==> src/rtl/axi_rt_event_irq.sv <==
// axi_rt_event_irq: rising-edge event capture with sticky status, saturating counters and a
// maskable interrupt. Optional first-event timestamp logic is enabled by AXI_RT_EVENT_IRQ_TS_EN.
`default_nettype none

// +-----------------------------------------------------------------------------------------+
// | Module   : axi_rt_event_irq                                                             |
// | Purpose  : RT unit status -> sticky events, counters, interrupt (TS: AXI_RT_EVENT_IRQ_TS_EN) |
// | Revision : 1.0                                                                          |
// +-----------------------------------------------------------------------------------------+
module axi_rt_event_irq #(
    parameter int NumAddrRegions = 2,
    parameter int CntWidth       = 16,
    parameter int TsWidth        = 32,
    localparam int NumEvents     = 3 + 2 * NumAddrRegions,
    localparam int IdxWidth      = $clog2(NumEvents)
) (
    input  logic                            clk_i,
    input  logic                            rst_i,
    input  logic                            w_decode_error_i,
    input  logic                            r_decode_error_i,
    input  logic                            isolate_i,
    input  logic [NumAddrRegions-1:0]       w_exhausted_i,
    input  logic [NumAddrRegions-1:0]       r_exhausted_i,
    input  logic [NumEvents-1:0]            mask_i,
    input  logic [NumEvents-1:0]            status_clr_i,
    input  logic [NumEvents-1:0]            cnt_clr_i,
    output logic [NumEvents-1:0]            status_o,
    output logic [NumEvents*CntWidth-1:0]   cnt_o,
    output logic                            irq_o,
    output logic [TsWidth-1:0]              first_ts_o,
    output logic [IdxWidth-1:0]             first_idx_o
);

    logic [NumEvents-1:0] lv;
    logic [NumEvents-1:0] prev_q;
    logic [NumEvents-1:0] ev;
    logic [NumEvents-1:0] status_q;
    logic [NumEvents-1:0] status_d;
    logic                 irq_q;

    assign lv       = {r_exhausted_i, w_exhausted_i, isolate_i, r_decode_error_i, w_decode_error_i};
    assign ev       = lv & ~prev_q;
    // A new event on the same edge as its clear keeps the bit set.
    assign status_d = ev | (status_q & ~status_clr_i);

    always_ff @(posedge clk_i or posedge rst_i) begin
        if (rst_i) begin
            prev_q   <= '0;
            status_q <= '0;
            irq_q    <= 1'b0;
        end else begin
            prev_q   <= lv;
            status_q <= status_d;
            irq_q    <= |(status_d & mask_i);
        end
    end

    assign status_o = status_q;
    assign irq_o    = irq_q;

    for (genvar k = 0; k < NumEvents; k++) begin : g_cnt
        logic [CntWidth-1:0] cnt_q;

        always_ff @(posedge clk_i or posedge rst_i) begin
            if (rst_i) begin
                cnt_q <= '0;
            end else if (cnt_clr_i[k]) begin
                cnt_q <= ev[k] ? {{(CntWidth-1){1'b0}}, 1'b1} : '0;
            end else if (ev[k] && (cnt_q != '1)) begin
                cnt_q <= cnt_q + 1'b1;
            end
        end

        assign cnt_o[k*CntWidth +: CntWidth] = cnt_q;
    end

`ifdef AXI_RT_EVENT_IRQ_TS_EN
    logic [TsWidth-1:0]  ts_q;
    logic [TsWidth-1:0]  first_ts_q;
    logic [IdxWidth-1:0] first_idx_q;
    logic [IdxWidth-1:0] first_idx_d;

    always_comb begin
        first_idx_d = '0;
        for (int k = NumEvents - 1; k >= 0; k--) begin
            if (ev[k]) begin
                first_idx_d = IdxWidth'(k);
            end
        end
    end

    // Capture only the first batch after status has been fully cleared.
    always_ff @(posedge clk_i or posedge rst_i) begin
        if (rst_i) begin
            ts_q        <= '0;
            first_ts_q  <= '0;
            first_idx_q <= '0;
        end else begin
            ts_q <= ts_q + 1'b1;
            if ((status_q == '0) && (|ev)) begin
                first_ts_q  <= ts_q;
                first_idx_q <= first_idx_d;
            end
        end
    end

    assign first_ts_o  = first_ts_q;
    assign first_idx_o = first_idx_q;
`else
    assign first_ts_o  = '0;
    assign first_idx_o = '0;
`endif

endmodule

`default_nettype wire

==> config.mk <==
export PLATFORM = sky130hd
export DESIGN_NAME = axi_rt_event_irq
export DESIGN_NICKNAME = d
export VERILOG_FILES = /design/src/rtl/axi_rt_event_irq.sv
export SDC_FILE = /design/constraint.sdc
export NUM_CORES = 1
export LEC_CHECK = 0
export BUFFER_PORTS_ARGS = -buffer_cell sky130_fd_sc_hd__buf_4
export CORE_MARGIN = 1.5
export CORE_UTILIZATION = 48
export CTS_CLUSTER_SIZE = 12
export DETAILED_ROUTE_END_ITERATION = 16
export GPL_TIMING_DRIVEN = 0
export PLACE_DENSITY = 0.87
export SYNTH_ARGS = -nofsm -noshare
export SYNTH_HDL_FRONTEND = slang
export SYNTH_SLANG_ARGS = --single-unit
==> constraint.sdc <==
create_clock -name clk_i -period 4.22 [get_ports clk_i]
set_clock_uncertainty 0.05 [all_clocks]
set_input_delay 0.844 -clock clk_i [delete_from_list [all_inputs] [get_ports clk_i]]
set_output_delay 0.844 -clock clk_i [all_outputs]
set_load 0.1 [all_outputs]
; ---- Word-level counts from Yosys, hierarchy flattened
; Cells that the tools add are included.
[word_totals]
register_bits = 127
[classes]
n_addsub = 7
n_eq_ne = 7
muxes = 21
bitwise = 6
reduce_logical = 15
[op_table]
columns = cell, count
row1 = 16-bit 2-to-1 mux, 14
row2 = 16-bit by 1-bit adder with 16-bit output (second input constant), 7
row3 = 16-bit inequality test (second input constant), 7
row4 = 7-bit AND, 3
row5 = 7-bit NOT, 2
row6 = 2-bit nonzero test, 7
row7 = 1-bit logical AND, 7
row8 = 1-bit 2-to-1 mux, 7
row9 = 7-bit bitwise OR, 1
row10 = 7-bit OR reduction, 1

; ---- Longest topological paths before layout
[depth]
word_depth = 5
ltp_mapped = 7
ltp_nobuf = 6

; ---- Worst setup path before layout
; Ideal clock, no wire load.
[synth_timing]
kind = flip-flop to flip-flop
from = reg g_cnt[4].cnt_q[0]
to = reg g_cnt[4].cnt_q[0]
setup_ns = 0.124
t_arrival_ns = 2.582
t_required_ns = 4.046
path_slack_ns = 1.465
stages_incl_launch_ff = 8
path_buffers = 1
synth_period_minus_slack_ns = 2.755
path_cell_list = dfrtp_1 > ha_1 > nand4_1 > or4_1 > clkbuf_1 > or3_1 > a21oi_1 > nor2_1
[synth_between]
elab_chain_len = 3
word_cells_on_any_way = 6
[synth_rtl]
columns = element, line
row1 = "start, declared", 62  ; logic [CntWidth-1:0] cnt_q;
row2 = "start signal, assigned", 68  ; cnt_q <= ev[k] ? {{(CntWidth-1){1'b0}}, 1'b1} : '0;
row3 = "start signal, assigned", 70  ; cnt_q <= cnt_q + 1'b1;
row4 = 16-bit by 1-bit adder with 16-bit output / 16-bit inequality test (equally long branches), "70, 69"
row5 = 16-bit 2-to-1 mux / 1-bit logical AND (equally long branches), 69  ; end else if (ev[k] && (cnt_q != '1)) begin
row6 = 16-bit 2-to-1 mux / 2-bit nonzero test (equally long branches), --
; Several ways; a longest one is shown, not always the timed one. The select of a mux whose other input is x is not followed.
; A chain may end at the register's enable or synchronous reset.

; ---- Worst setup path after layout
[layout_timing]
from = reg g_cnt[6].cnt_q[0]
to = reg g_cnt[6].cnt_q[15]
[layout_between]
elab_chain_len = 3
word_cells_on_any_way = 6
[layout_rtl]
columns = element, line
row1 = "start, declared", 62
row2 = "start signal, assigned", 68
row3 = "start signal, assigned", 70
row4 = 16-bit by 1-bit adder with 16-bit output / 16-bit inequality test (equally long branches), "70, 69"
row5 = 16-bit 2-to-1 mux / 1-bit logical AND (equally long branches), 69
row6 = 16-bit 2-to-1 mux / 2-bit nonzero test (equally long branches), --
; Several ways; a longest one is shown, not always the timed one. The select of a mux whose other input is x is not followed.

==> results.md <==
* Power Dens Cells at 367 mW/mm^2
* Fmax at 434 MHz
* Critical path's most frequent cell: or4_1
* TritonCTS clock tree: yes
* Total track usage at 0.225
* Xor/xnor share of the synthesized area at 0.0855
* CP endpoint: g_cnt[6].cnt_q[15]
* Critical Path Source Type: flop
* Total gr overflow at 0
* Pwr Total at 3.25 mW
* Complex-gate fraction of the synthesized area at 0.0710
* TritonCTS buffer count at 17
* EDFF count, synth at 0
* Pre-CTS setup slack at 1.64 ns
* Avg WL per Cell at 14.5 microns
* Commonest cells after routing, fill and taps aside: buf_4, dfrtp_1, nor2_1
* Synthesized area per cell at 9.36 sq um
* Run status: finished, final reports clean
* CTS root buf: clkbuf_16
* Setup bufs post-CTS at 0
* Util after Layout at 0.640
* Via Count at 5,958
* Synth cell types at 53
* Min cycle time layout at 2.31 ns
* Crit Reg-Reg Startpoint: g_cnt[6].cnt_q[0]
* Synth Instances at 723
* Worst slew margin at 0.441
* Area of the die at 0.0148 sq mm
* First-pass GRT wire length at 26,500 microns
* # DRC at 0
* Initial antenna violation count at 0
* Largest net degree at the start of global routing at 39
* HP Class: input port to asynchronous set/reset pin
* Final setup vio count at 0
* Synth Register Bits at 127
* Die width at 122 microns
* Drt first pass iters at 5
* Worst path bufs/invs at 1
* Multi-input logic area at 0.00330 sq mm
* Dpl hpwl at 11,800 microns
* Async SR Flop Fraction at 1.00
* Critical-path cell list: ha_1 -> nand3_1 -> nor4_4 -> or4_1 -> buf_2 -> or4_1 -> a21oi_1
* Hold_buf cts at 0
* Slew at the pin with the worst max-slew slack at 0.832 ns
* CP arrival at 2.59 ns
* Leak Pwr at 3.97 nW
* Max-Cap Viols at 0
* # diodes at 0
* CP max stage cell: or4_1
* Worst reg2reg endpoint: g_cnt[6].cnt_q[15]
* Clock Latency Late Sink at 0.41 ns
* RSZ-0062 raised after global routing: no
* Post-synth top flop: dfrtp_1
* Buffers added on ports at 142
* Syn. warnings at 0
* Sink Count at 127
* Reg2Reg Depth at 7
* H-tree depth at 4
* Layout cells sized above 1 at 0.241
* Register area at 0.00318 sq mm
* R2R setup slack at 1.91 ns
* Site row count at 43
* Largest stage delay on the critical path at 0.53 ns
* Starting DRC count in detailed routing at 447
* Critical Path Sink Type: flop
* Top-area cell type share of the netlist area at 0.470
* Critical Path Stages at 7
* Final TNS setup at 0 ns
* DR vias/cell at 5.35
* Netlist Area Pre-Place at 0.00676 sq mm
* Starting Density at 0.489
* Synth area leaders: dfrtp_1, nor2_1, xnor2_1, buf_4, xor2_1
* Adder-Cell Fraction of Synth Area at 0.0129
* Synth area leader: dfrtp_1
* Largest family of logic cells by synthesized area: simple AND/OR/NAND/NOR gates
* Final Hold Viols at 0
* Area delta synth->final at 30.9%
* Filler Cells Inserted at 1,152
* Simple-gate share of the synthesized area at 0.285
* Crit share post-route at 0.547
* Clock Path Buffers at 2
* Clock transition at path regs at 0.06 ns
* Drt total wl at 16,100 microns
* CP startpoint: g_cnt[6].cnt_q[0]
* GPL Wtd Cong at 0.880
* Post-route ant nets at 0
* I/O pin cnt at 185
* Most common cell after layout, fill and taps aside: buf_4
* Max VDD drop at 0.000294 V
* Worst EP required at 4.50 ns
* Core footprint at 0.0138 sq mm
* Final #Nets at 958
* Setup WS post-layout at 1.91 ns
* Crit-path leading delay family: simple AND/OR/NAND/NOR gates
* Setup CP Type: flop to flop
* Mux contribution to synthesized area at 0.0148
* Final Max Slew Viols at 0
* Sequential area share after synthesis at 0.470
* PostCTS Resize Cnt at 0
* Crit Path Max Fanout at 9
* Die height at 122 microns
* Vias in the first global route at 5,627
cells by family after synthesis:
logic type / Yosys count
AO/OA/AOI/OAI: 78
other: 1
multiplexers: 10
buffers and inverters: 73
AND/OR/NAND/NOR: 361
flip-flops: 127
adder cells (fa/ha/maj): 7
XOR/XNOR: 66
power by group:
part	switching [mW]	internal (mW)
sequential	0.0248	1.24
clock	0.525	0.969
combinational	0.388	0.0974
Yosys cell counts (8+ instances only):
library cell	count
nand2b_1	10
dfrtp_1	127
and4_1	10
nor2_1	103
mux2i_1	10
xnor2_1	41
nor3b_1	8
nand4_1	28
buf_4	35
nor3_1	42
nand3_1	35
inv_1	16
nor2b_1	10
nand2_1	44
xor2_1	25
or3_1	12
clkbuf_1	14
a21oi_1	23
o21ai_0	21
nor4_1	14
sequential cells by signal (all words and copies together), names as in the netlist:
register     flops
g_cnt.cnt_q    112
status_o         7
irq_o            1
prev_q           7
worst reg2reg max path, cell delays in order (launching register included):
cell     delay [ns]
dfrtp_1        0.43
ha_1           0.26
nand3_1        0.14
nor4_4         0.08
or4_1          0.53
buf_2          0.18
or4_1          0.40
a21oi_1        0.16
final cells by class:
| type | instances | share of cell area |
|---|---|---|
| Multi-Input combinational cell | 557 | 0.373 |
| Timing Repair Buffer | 145 | 0.127 |
| Buffer | 57 | 0.0394 |
| Inverter | 16 | 0.00721 |
| Clock buffer | 21 | 0.0531 |
| Tap cell | 180 | 0.0254 |
| Clock inverter | 11 | 0.0155 |
| Sequential cell | 127 | 0.359 |
worst min-delay path by stage:
stage / end / slack (ns) / cells after the start
after floorplan: g_cnt[3].cnt_q[0] / 0.50 / 3
after global placement: status_o[5] / 0.46 / 1
after detailed placement: status_o[5] / 0.48 / 1
after CTS: prev_q[1] / 0.47 / 2
after global routing: prev_q[0] / 0.48 / 1
final: g_cnt[0].cnt_q[6] / 0.47 / 2
stage by stage:
step | hold WS [ns] | cells | area (sq um)
after floorplan | 0.495 | 757 | 6900
after global placement | 0.456 | 1079 | 8190
after global routing | 0.482 | 1114 | 8850
after CTS | 0.470 | 1114 | 8850
after detailed placement | 0.482 | 1082 | 8250
final | 0.467 | 1114 | 8850
routing by layer:
| layer | track usage | vias up | part of all wire |
|---|---|---|---|
| met2 | 0.363 | 187 | 0.50 |
| met5 | 0 | - | 0 |
| met3 | 0.0674 | 16 | 0.063 |
| met1 | 0.286 | 2865 | 0.42 |
| met4 | 0.0853 | 0 | 0.017 |
| li1 | - | 2890 | - |
Note: power is estimated with default switching activity, not from simulation.
